[src/rtl/mem_arb_pkg.sv]
// Shared types for the memory port arbiter: FSM states, requester source
// encoding and memory operation lengths.
package mem_arb_pkg;

  typedef enum logic [1:0] {
    IDLE = 2'd0,
    BUSY = 2'd1,
    DONE = 2'd2
  } state_t;

  // Encoding matches the existing core convention: 0 = fetch, 1 = load/store.
  typedef enum logic {
    SRC_INSTR = 1'b0,
    SRC_DATA  = 1'b1
  } src_t;

  localparam logic [1:0] OPLEN_B  = 2'd0;
  localparam logic [1:0] OPLEN_H  = 2'd1;
  localparam logic [1:0] OPLEN_3B = 2'd2;
  localparam logic [1:0] OPLEN_W  = 2'd3;

endpackage

[src/rtl/mem_port_arbiter_rr.sv]
// Two-way round-robin pick: a lone request wins outright, a tie goes to the
// source that did not win last time.
module rr_arbiter_2
  import mem_arb_pkg::*;
(
  input  logic [1:0] req,   // [0] = instr, [1] = data
  input  src_t       last,
  output logic       grant,
  output src_t       src
);

  always_comb begin
    grant = |req;
    src   = SRC_INSTR;
    if (req == 2'b11) begin
      src = (last == SRC_INSTR) ? SRC_DATA : SRC_INSTR;
    end else if (req[1]) begin
      src = SRC_DATA;
    end
  end

endmodule

[src/rtl/mem_port_arbiter.sv]
// Shares one memory request port between instruction fetch and load/store.
// Round-robin grant, hold until memory answers or the watchdog fires, then a one-cycle valid.
module mem_port_arbiter
  import mem_arb_pkg::*;
#(
  parameter int                ADDR_W         = 32,
  parameter int                DATA_W         = 32,
  parameter int                TIMEOUT_CYCLES = 1024,
  parameter logic [DATA_W-1:0] TIMEOUT_DATA   = DATA_W'(32'hDEADBEEF)
) (
  input  logic              clk,
  input  logic              rst,
  input  logic              i_req,
  input  logic [ADDR_W-1:0] i_addr,
  output logic              i_valid,
  output logic [DATA_W-1:0] i_rdata,
  input  logic              d_req,
  input  logic [ADDR_W-1:0] d_addr,
  input  logic [1:0]        d_oplen,
  input  logic              d_we,
  input  logic [DATA_W-1:0] d_wdata,
  output logic              d_valid,
  output logic [DATA_W-1:0] d_rdata,
  output logic              m_enable,
  output logic [ADDR_W-1:0] m_addr,
  output logic [1:0]        m_oplen,
  output logic              m_we,
  output logic [DATA_W-1:0] m_wdata,
  input  logic              m_valid,
  input  logic [DATA_W-1:0] m_rdata,
  output logic              err_timeout,
  output logic              last_src,
  output state_t            fsm_state
);

  localparam int              WD_W    = $clog2(TIMEOUT_CYCLES + 1);
  localparam logic [WD_W-1:0] WD_LAST = WD_W'(TIMEOUT_CYCLES - 1);
  localparam logic [WD_W-1:0] WD_MAX  = WD_W'(TIMEOUT_CYCLES);

  state_t            state, state_nx;
  src_t              src_q, last_q, pick_src;
  logic              pick;
  logic [WD_W-1:0]   wd_cnt;
  logic              wd_expired;
  logic [DATA_W-1:0] result;
  logic              timed_out;

  rr_arbiter_2 u_rr (
    .req   ({d_req, i_req}),
    .last  (last_q),
    .grant (pick),
    .src   (pick_src)
  );

  // The current BUSY cycle is the TIMEOUT_CYCLES-th one without an answer.
  assign wd_expired = (wd_cnt >= WD_LAST);

  always_ff @(posedge clk) begin
    if (rst) begin
      state <= IDLE;
    end else begin
      state <= state_nx;
    end
  end

  always_comb begin
    state_nx = state;
    case (state)
      IDLE:    if (pick) state_nx = BUSY;
      BUSY:    if (m_valid || wd_expired) state_nx = DONE;
      DONE:    state_nx = IDLE;
      default: state_nx = IDLE;
    endcase
  end

  always_ff @(posedge clk) begin
    if (rst) begin
      src_q     <= SRC_INSTR;
      last_q    <= SRC_DATA;
      m_addr    <= '0;
      m_oplen   <= OPLEN_B;
      m_we      <= 1'b0;
      m_wdata   <= '0;
      wd_cnt    <= '0;
      result    <= '0;
      timed_out <= 1'b0;
    end else begin
      case (state)
        IDLE: begin
          if (pick) begin
            src_q     <= pick_src;
            last_q    <= pick_src;
            wd_cnt    <= '0;
            timed_out <= 1'b0;
            if (pick_src == SRC_INSTR) begin
              m_addr  <= i_addr;
              m_oplen <= OPLEN_W;
              m_we    <= 1'b0;
              m_wdata <= '0;
            end else begin
              m_addr  <= d_addr;
              m_oplen <= d_oplen;
              m_we    <= d_we;
              m_wdata <= d_wdata;
            end
          end
        end
        BUSY: begin
          // A real answer wins over a watchdog expiry in the same cycle.
          if (m_valid) begin
            result <= m_rdata;
          end else if (wd_expired) begin
            result    <= TIMEOUT_DATA;
            timed_out <= 1'b1;
          end
          if (wd_cnt != WD_MAX) wd_cnt <= wd_cnt + 1'b1;
        end
        default: ;
      endcase
    end
  end

  assign m_enable    = (state == BUSY);
  assign i_valid     = (state == DONE) && (src_q == SRC_INSTR);
  assign d_valid     = (state == DONE) && (src_q == SRC_DATA);
  assign i_rdata     = i_valid ? result : '0;
  assign d_rdata     = d_valid ? result : '0;
  assign err_timeout = (state == DONE) && timed_out;
  assign last_src    = last_q;
  assign fsm_state   = state;

endmodule

[config.mk]
export PLATFORM = sky130hd
export DESIGN_NAME = mem_port_arbiter
export DESIGN_NICKNAME = d
export VERILOG_FILES = /design/src/rtl/mem_arb_pkg.sv /design/src/rtl/mem_port_arbiter_rr.sv /design/src/rtl/mem_port_arbiter.sv
export SDC_FILE = /design/constraint.sdc
export NUM_CORES = 1
export LEC_CHECK = 0
export BUFFER_PORTS_ARGS = -buffer_cell sky130_fd_sc_hd__buf_2
export CORE_ASPECT_RATIO = 1.25
export CORE_MARGIN = 5
export CORE_UTILIZATION = 45
export CTS_CLUSTER_SIZE = 20
export DETAILED_ROUTE_END_ITERATION = 6
export PLACE_DENSITY = 0.81
export SKIP_LAST_GASP = 1
export SLEW_MARGIN = 20
export SYNTH_ARGS = -nofsm -noshare
export SYNTH_HDL_FRONTEND = slang
export SYNTH_SLANG_ARGS = --single-unit
[constraint.sdc]
create_clock -name clk -period 2.2 [get_ports clk]
set_clock_uncertainty 0.1 [all_clocks]
set_input_delay 0.11 -clock clk [delete_from_list [all_inputs] [get_ports clk]]
set_output_delay 0.11 -clock clk [all_outputs]
set_load 0.1 [all_outputs]
# Yosys cells after proc, flatten, opt, wreduce, memory -nomap -nowiden
# Cells that the tools add are included.
# W data, S select, Z words.
# word_totals
inputBits	136
out_inout_bits	138
register_bits	115
elab_cells	56
# op_classes
n_mux	21
n_reduce_logical	13
bitwise	1
order_cmp	1
addsub	1
eq_ne	9
# op_table
op	n
$mux W32	6
$mux W11	2
$pmux W11 S2	1
$add A11 B1 Y11 const B	1
$ge A11 B10 Y1 const B	1
$ne A11 B11 Y1 const B	1
$mux W1	7
$mux W2	3
$ne A2 B1 Y1 const B	3
$reduce_and A2 Y1	3
$eq A2 B2 Y1 const B	2
$ne A2 B2 Y1 const B	2
$pmux W2 S2	1
$reduce_and A4 Y1	1
$reduce_bool A2 Y1	2
$logic_and A1 B1 Y1	3
$reduce_and A3 Y1	1
$eq A2 B1 Y1 const B	1
$logic_not A2 Y1	1
$pmux W1 S2	1
$reduce_or A2 Y1	1
$logic_or A1 B1 Y1	1
$not A1 Y1	1

# Longest topological paths before layout
# Gate-level depths: netlist of the first run.
# logic_depth
ltp_word	4
mapped_depth	7
depth_no_buf	5

# Modules after synthesis
# A second synthesis of the first run with hierarchy kept.
# hier_totals
hier_cells	483
hier_area_um2	4795.8
# modules_own_cells
module	instances	seq_area_each_um2	area_each_um2	cells_per_inst
mem_port_arbiter	1	2302.2	4782.1	481
rr_arbiter_2	1	0.0	13.8	2

# Worst setup path before layout of the first run
# OpenSTA, ideal clock, no wires.
# synth_timing
kind	register to output
start	register state[1] (netlist: fsm_state[1])
end	output port i_rdata[22]
required_time_ns	1.990
n_path_buf	1
path_stages_with_launch	4
slack_ns	-1.355
arrival_time_ns	3.345
path_cell_list	dfxtp_1 -> nor3b_1 -> clkbuf_1 -> and2_1
# synth_between
elab_chain_cells	3
# synth_rtl
item	line	text
start: declaration	mem_port_arbiter.sv:40	state_t state, state_nx;
start signal: assignment	mem_port_arbiter.sv:62	state <= state_nx;
$eq A2 B2 Y1	mem_port_arbiter.sv:124	assign i_valid = (state == DONE) && (src_q == SRC_INSTR);
$logic_and A1 B1 Y1	mem_port_arbiter.sv:124	
via i_valid	mem_port_arbiter.sv:15	output logic i_valid,
$mux W32	mem_port_arbiter.sv:126	assign i_rdata = i_valid ? result : '0;
end: declaration	mem_port_arbiter.sv:16	output logic [DATA_W-1:0] i_rdata,
# The timed path passes the listed nets, and every way through them passes these cells.

# Final worst setup path of the first run
# layout_timing
start	register state[1] (netlist: fsm_state[1])
end	output port i_rdata[31]
# layout_between
elab_chain_cells	3
# layout_rtl
item	line
$eq A2 B2 Y1	mem_port_arbiter.sv:124
$logic_and A1 B1 Y1	mem_port_arbiter.sv:124
$mux W32	mem_port_arbiter.sv:126
# No other way between the ends.

==> results.md, run 1 <==
- DR vias/cell: 5.44
- Yosys reg bits: 115
- Die Ht: 128 um
- Post-CTS Setup Bufs: 0
- Fillers: roughly 580
- Drt total wl: 21.2 mm
- Vias: 6019
- Final core occ: 82.2%
- Max_cap viols: 0
- Io pins: 274
- CTS sink count: about 120
- Leak: 4.27 nW
- Pwr dens: 786 nW/um^2
- Worst vdd ir: 0.000587 V
- Clk buf depth: 2
- Gr usage total: about 30%
- Clk_lat worst skew: 400 ps
- CP required: 1990 ps
- GRT overflow: 0
- Layout Nets: 1097
- Worst slew margin: approximately a third
- ANT nets after route: 0
- WS Path Type: reg2out
- Post-Syn Area per Cell: 8.86 sq um
- Min Tclk post-route: 2120 ps
- Post-Syn Instances: around 570
- Root Buffer: clkbuf_16
- Wirelength per Cell: 19.1 um
- Warnings from Yosys: 0
- Placer Congestion: a little under 0.8
- Worst-path clk slew: about 50 ps
- Post-synth net total: 703
- Area grow syn2layout: 80.3%
- Setup TNS: 0 ps
- Critical path fanouts, max: 33
- Unique masters post-synth: 43
- 1st-pass router iterations: 5
- Worst Hold Class: in2reg
- First-pass GRT wire length: ~33 mm
- Initial drt markers: ~310
- Cell Area, Synth: 5000 sq um
- Antenna cells: 0
- Largest net degree at the start of global routing: 46
- Cts bufs inserted: 17
- Total power: 7.09 mW
- Most frequent cells in the layout: 211 x buf_2, 132 x dlygate4sd3_1, 113 x dfxtp_1
- Core Footprint: about 11000 sq um
- Final HPWL from detailed placement: about 11 mm
- FMAX: roughly 0.47 GHz
- # rows: 43
- H-tree levels: 4
- Setup violations, final: 0
- Fin. max-slew vios: 0
- Die Width: approximately 100 um
- Seq/Total Area, Yosys: a little under half
- Share of layout cells above drive strength 1: 40.1%
- Drc violations: 0
- Nature of the critical path startpoint: flip-flop
- CTS tree: built
- CP endpoint kind: primary output
- CP Data Arrival Time: approximately 1900 ps
- Status: finished, final reports clean
- Tcrit/Tclk final: 96.3%
- Die ar.: 13300 sq um
- Vias in the first global route: 6292
- Most common cell after layout, fill and taps aside: buf_2
- Initial Util: a little under half
- Worst-margin pin slew: 1000 ps
- Final Hold Fails: 0
- Hold slack: 233 ps
- IO buf count: 273
- Initial antenna violation count: 0
## metal layers
metal,GRT usage [%],share of wire [%],vias to the layer above
met5,0,0,-
met4,16.7,4.8,0
met3,9.62,9.4,80
met2,52.3,50,411
met1,33.0,36,2817
li1,-,-,2711
## worst max-delay path: stages (launching register included)
cell and delay [ps]:
dfxtp_2 400, nor3b_2 190, buf_4 320, and2_1 170
buf_2 420
## Yosys cell counts (all sizes together)
library cell | instances | area (sq um)
ha | 2 | 25.0
and3b | 2 | 17.5
a22o | 33 | 289
nand2b | 2 | 15.0
nand3 | 4 | 20.0
buf | 20 | 138
xor2 | 7 | 61.3
a311oi | 32 | 387
or3 | 3 | 18.8
a41oi | 2 | 25.0
nor3b | 1 | 7.51
o21a | 24 | 180
and2 | 67 | 419
a21o | 2 | 15.0
dfxtp | 115 | 2300
nor4 | 2 | 18.8
clkbuf | 26 | 97.6
and4b | 2 | 20.0
a21oi | 38 | 198
nor3 | 6 | 41.3
inv | 27 | 101
o21ai | 10 | 50.0
nand2 | 80 | 300
and3 | 1 | 6.26
xnor2 | 1 | 8.76
nand4 | 3 | 18.8
nor2 | 48 | 185
or2 | 2 | 12.5
a211o | 1 | 8.76
and4 | 2 | 17.5
## kinds of logic after synthesis
group                      share of synthesized area (%)
AOI/OAI and AO/OA                                   23.0
xor gates and xnor gates                            1.40
and+or+nand+nor                                     22.4
buffers and inverters                               6.72
DFF                                                 46.0
adders and majority gates                          0.500
## flip-flops by register name, summed over array words and instances (netlist names)
name,cells
m_addr,32
m_wdata,32
result,32
wd_cnt,11
fsm_state,2
m_oplen,2
last_src,1
m_we,1
src_q,1
timed_out,1
## timing repair
item,4_1_cts,5_1_grt
endpoints found under the setup margin,0,35
endpoints found under the hold margin,100,0
gates resized for setup,0,31
hold buffers,132,0
## layout make-up
cell class | count | area [sq um] | share of cell area [%]
clock inverter | 13 | 181 | 2.01
inverter | 27 | 101 | 1.12
sequential | 115 | 2300 | 25.5
multi-input combinational | 377 | 2440 | 27.0
clock buffer | 19 | 453 | 5.02
tap | 135 | 169 | 1.87
timing repair buffer | 421 | 3380 | 37.4
## stage by stage
step	worst slack, ps	instance area, sq um	std cells
finish	80.7	9020	1107
global route	-4.12	9020	1107
CTS	27.4	8950	1107
detailed placement	181	6990	943
global placement	258	6990	943
floorplan	-135	5080	565
## final timing paths
path,from,end,slack (ps),cells after the start
min,d_req,m_addr[21],230,5
min reg2reg,m_wdata[27],m_wdata[27],380,1
max reg2reg,fsm_state[1],m_addr[31],150,5
max,fsm_state[1],i_rdata[31],80,4
## power breakdown
group          internal, mW  switching, mW
combinational         0.516           1.30
clock                  1.95          0.980
sequential             2.23          0.105
No activity file was read; power rests on OpenSTA's default activity.
==> run 2: changes to the inputs <==
Settings changed: BUFFER_PORTS_ARGS -buffer_cell sky130_fd_sc_hd__buf_2 to default, CORE_UTILIZATION 45 to 50, DONT_BUFFER_PORTS from default to 1, PLACE_DENSITY 0.81 to default.
==> run 2 against run 1 <==
- register-to-register slack got worse by 120 ps
- total power shrank 4.1%
- via count shrank 9.8%
- clock power down 11%
- critical path depth rose by 2
- design area decreased by 4.4%
- critical endpoint is now m_addr[23]
- largest power group unchanged
==> results.md, run 2 (synthesized netlist as in run 1, its figures left out) <==
- Status: finished, final reports clean
- Die Width: 99.5 um (-4.6%)
- Setup TNS: 0 ps (unchanged)
- PnR worst setup slack: 30.1 ps (-50.6 ps)
- Biggest regs: m_addr: 32 flops, m_wdata: 32 flops, result: 32 flops
- # rows: 40 (-7.0%)
- Fillers: 425 (-26%)
- CP bufs+invs: 2 (unchanged)
- ANT nets after route: 0 (unchanged)
- Clk_lat worst skew: 400 ps (about the same)
- Post-CTS Setup Bufs: 0 (unchanged)
- H-tree levels: 4 (unchanged)
- Critical path's top delay family: buffers and inverters
- CTS tree: built
- Reg area: 2300 sq um (unchanged)
- Share of layout cells above drive strength 1: 28.5% (-12 points)
- Placer Congestion: 0.830 (+5.8%)
- First-pass GRT wire length: 31.0 mm (-5.4%)
- Die Ht: 122 um (-4.7%)
- Initial drt markers: 432 (+38%)
- CTS sink count: 115 (unchanged)
- Worst vdd ir: 0.000793 V (+35%)
- IO buf count: 0 (-100%)
- FMAX: 0.461 GHz (-2.3%)
- CP required: 2430 ps (+440 ps)
- Largest net degree at the start of global routing: 73 (+59%)
- DR vias/cell: 5.74 (+5.7%)
- WS Path Type: reg2reg
- Min Tclk post-route: 2170 ps (+50.6 ps)
- Core Footprint: 9710 sq um (-12%)
- Leak: 3.76 nW (-12%)
- Worst slack, placed: 137 ps (-43.8 ps)
- Worst path cell trace: nor2_4, and2_4, buf_12, nor2_1, a311oi_1, dlygate4sd3_1
- Pwr dens: 788 nW/um^2 (+0.26%)
- Clk buf depth: 2 (unchanged)
- Worst Hold Class: in2reg
- Most common cell after layout, fill and taps aside: dlygate4sd3_1
- Vias in the first global route: 5727 (-9.0%)
- Most frequent cells in the layout: 133 x dlygate4sd3_1, 113 x dfxtp_1, 82 x buf_4
- Max_cap viols: 0 (unchanged)
- Initial antenna violation count: 0 (unchanged)
- Final HPWL from detailed placement: 11.7 mm (+3.1%)
- Slowest stage delay, CP: 640 ps (+220 ps)
- Layout Nets: 946 (-14%)
- Io pins: 274 (unchanged)
- Root Buffer: clkbuf_16
- Critical path fanouts, max: 33 (unchanged)
- Fin. max-slew vios: 0 (unchanged)
- Area grow syn2layout: 72.5%
- Final core occ: 88.9% (+6.7 points)
- Placed cell area: 6670 sq um (-4.6%)
- Cts bufs inserted: 17 (unchanged)
- GRT overflow: 0 (unchanged)
- Design area: 8630 sq um (-4.4%)
- Vias: 5429 (-9.8%)
- CP endpoint kind: flip-flop
- 1st-pass router iterations: 6 (+1)
- Worst-margin pin slew: 598 ps (-406 ps)
- Combined area of the multi-input logic cells: 2450 sq um (+0.46%)
- Worst-path clk slew: 50 ps (about the same)
- Slowest CP cell: dlygate4sd3_1
- Worst slew margin: 60.1% (+27 points)
- Die ar.: 12100 sq um (-9.2%)
- Setup violations, final: 0 (unchanged)
- Wirelength per Cell: 22.1 um (+16%)
- Drt total wl: 20.9 mm (-1.3%)
- Final Hold Fails: 0 (unchanged)
- CP Data Arrival Time: 2400 ps (+490 ps)
- Gr usage total: 33.2% (+2.9 points)
- Total power: 6.80 mW (-4.1%)
- Initial Util: 51.5% (+5.9 points)
- Tcrit/Tclk final: 98.6% (+2.3 points)
- Nature of the critical path startpoint: flip-flop
- Drc violations: 0 (unchanged)
## run 2: timing repair
item / 4_1_cts / 5_1_grt
resized for setup: 0 / 4
setup endpoints to repair: 0 / 56
endpoints found under the hold margin: 105 / 0
hold buffers: 134 / 0
## run 2: report_power, final
group / leakage (nW) / internal, mW / switching [mW]
clock network: 0.279 / 1.73 / 0.884
registers: 0.943 / 2.24 / 0.0799
logic: 2.54 / 0.551 / 1.32
total: 3.76 / 4.51 / 2.29
## run 2: worst reg2reg max path, stage by stage, from the launching register on
cell and delay, ps:
dfxtp_2 360, nor2_4 160, and2_4 220, buf_12 210, nor2_1 70, a311oi_1 350, dlygate4sd3_1 640
## run 2: final timing paths
check | start | slack [ps] | endpoint | cells after the start
worst min register to register | m_wdata[15] | 380 | m_wdata[15] | 1
worst max register to register | fsm_state[1] | 30 | m_addr[23] | 6
worst max-delay path | fsm_state[1] | 30 | m_addr[23] | 6
worst min-delay path | rst | 70 | wd_cnt[2] | 2
## run 2: final cells by class
| type | instances | share of cell area [%] |
|---|---|---|
| Clock inverter | 6 | 0.928 |
| Clock buffer | 23 | 5.54 |
| Sequential cell | 115 | 26.7 |
| Antenna cell | 1 | 0.0290 |
| Timing Repair Buffer | 270 | 35.4 |
| Multi-Input combinational cell | 377 | 28.4 |
| Inverter | 27 | 1.17 |
| Tap cell | 126 | 1.83 |
## run 2: layer usage
metal | track usage [%] | share of wire [%] | vias to the layer above
met5 | 0 | 0 | -
met4 | 17.7 | 5.1 | 0
met3 | 10.7 | 9.1 | 96
met2 | 62.0 | 53 | 381
met1 | 32.2 | 33 | 2535
li1 | - | - | 2417
## run 2: per-stage QoR
stage / hold WS [ps] / instances
floorplan: 136 / 565
global placement: 91.6 / 780
detailed placement: 95.1 / 780
CTS: 14.2 / 943
global route: 79.3 / 944
finish: 68.1 / 945
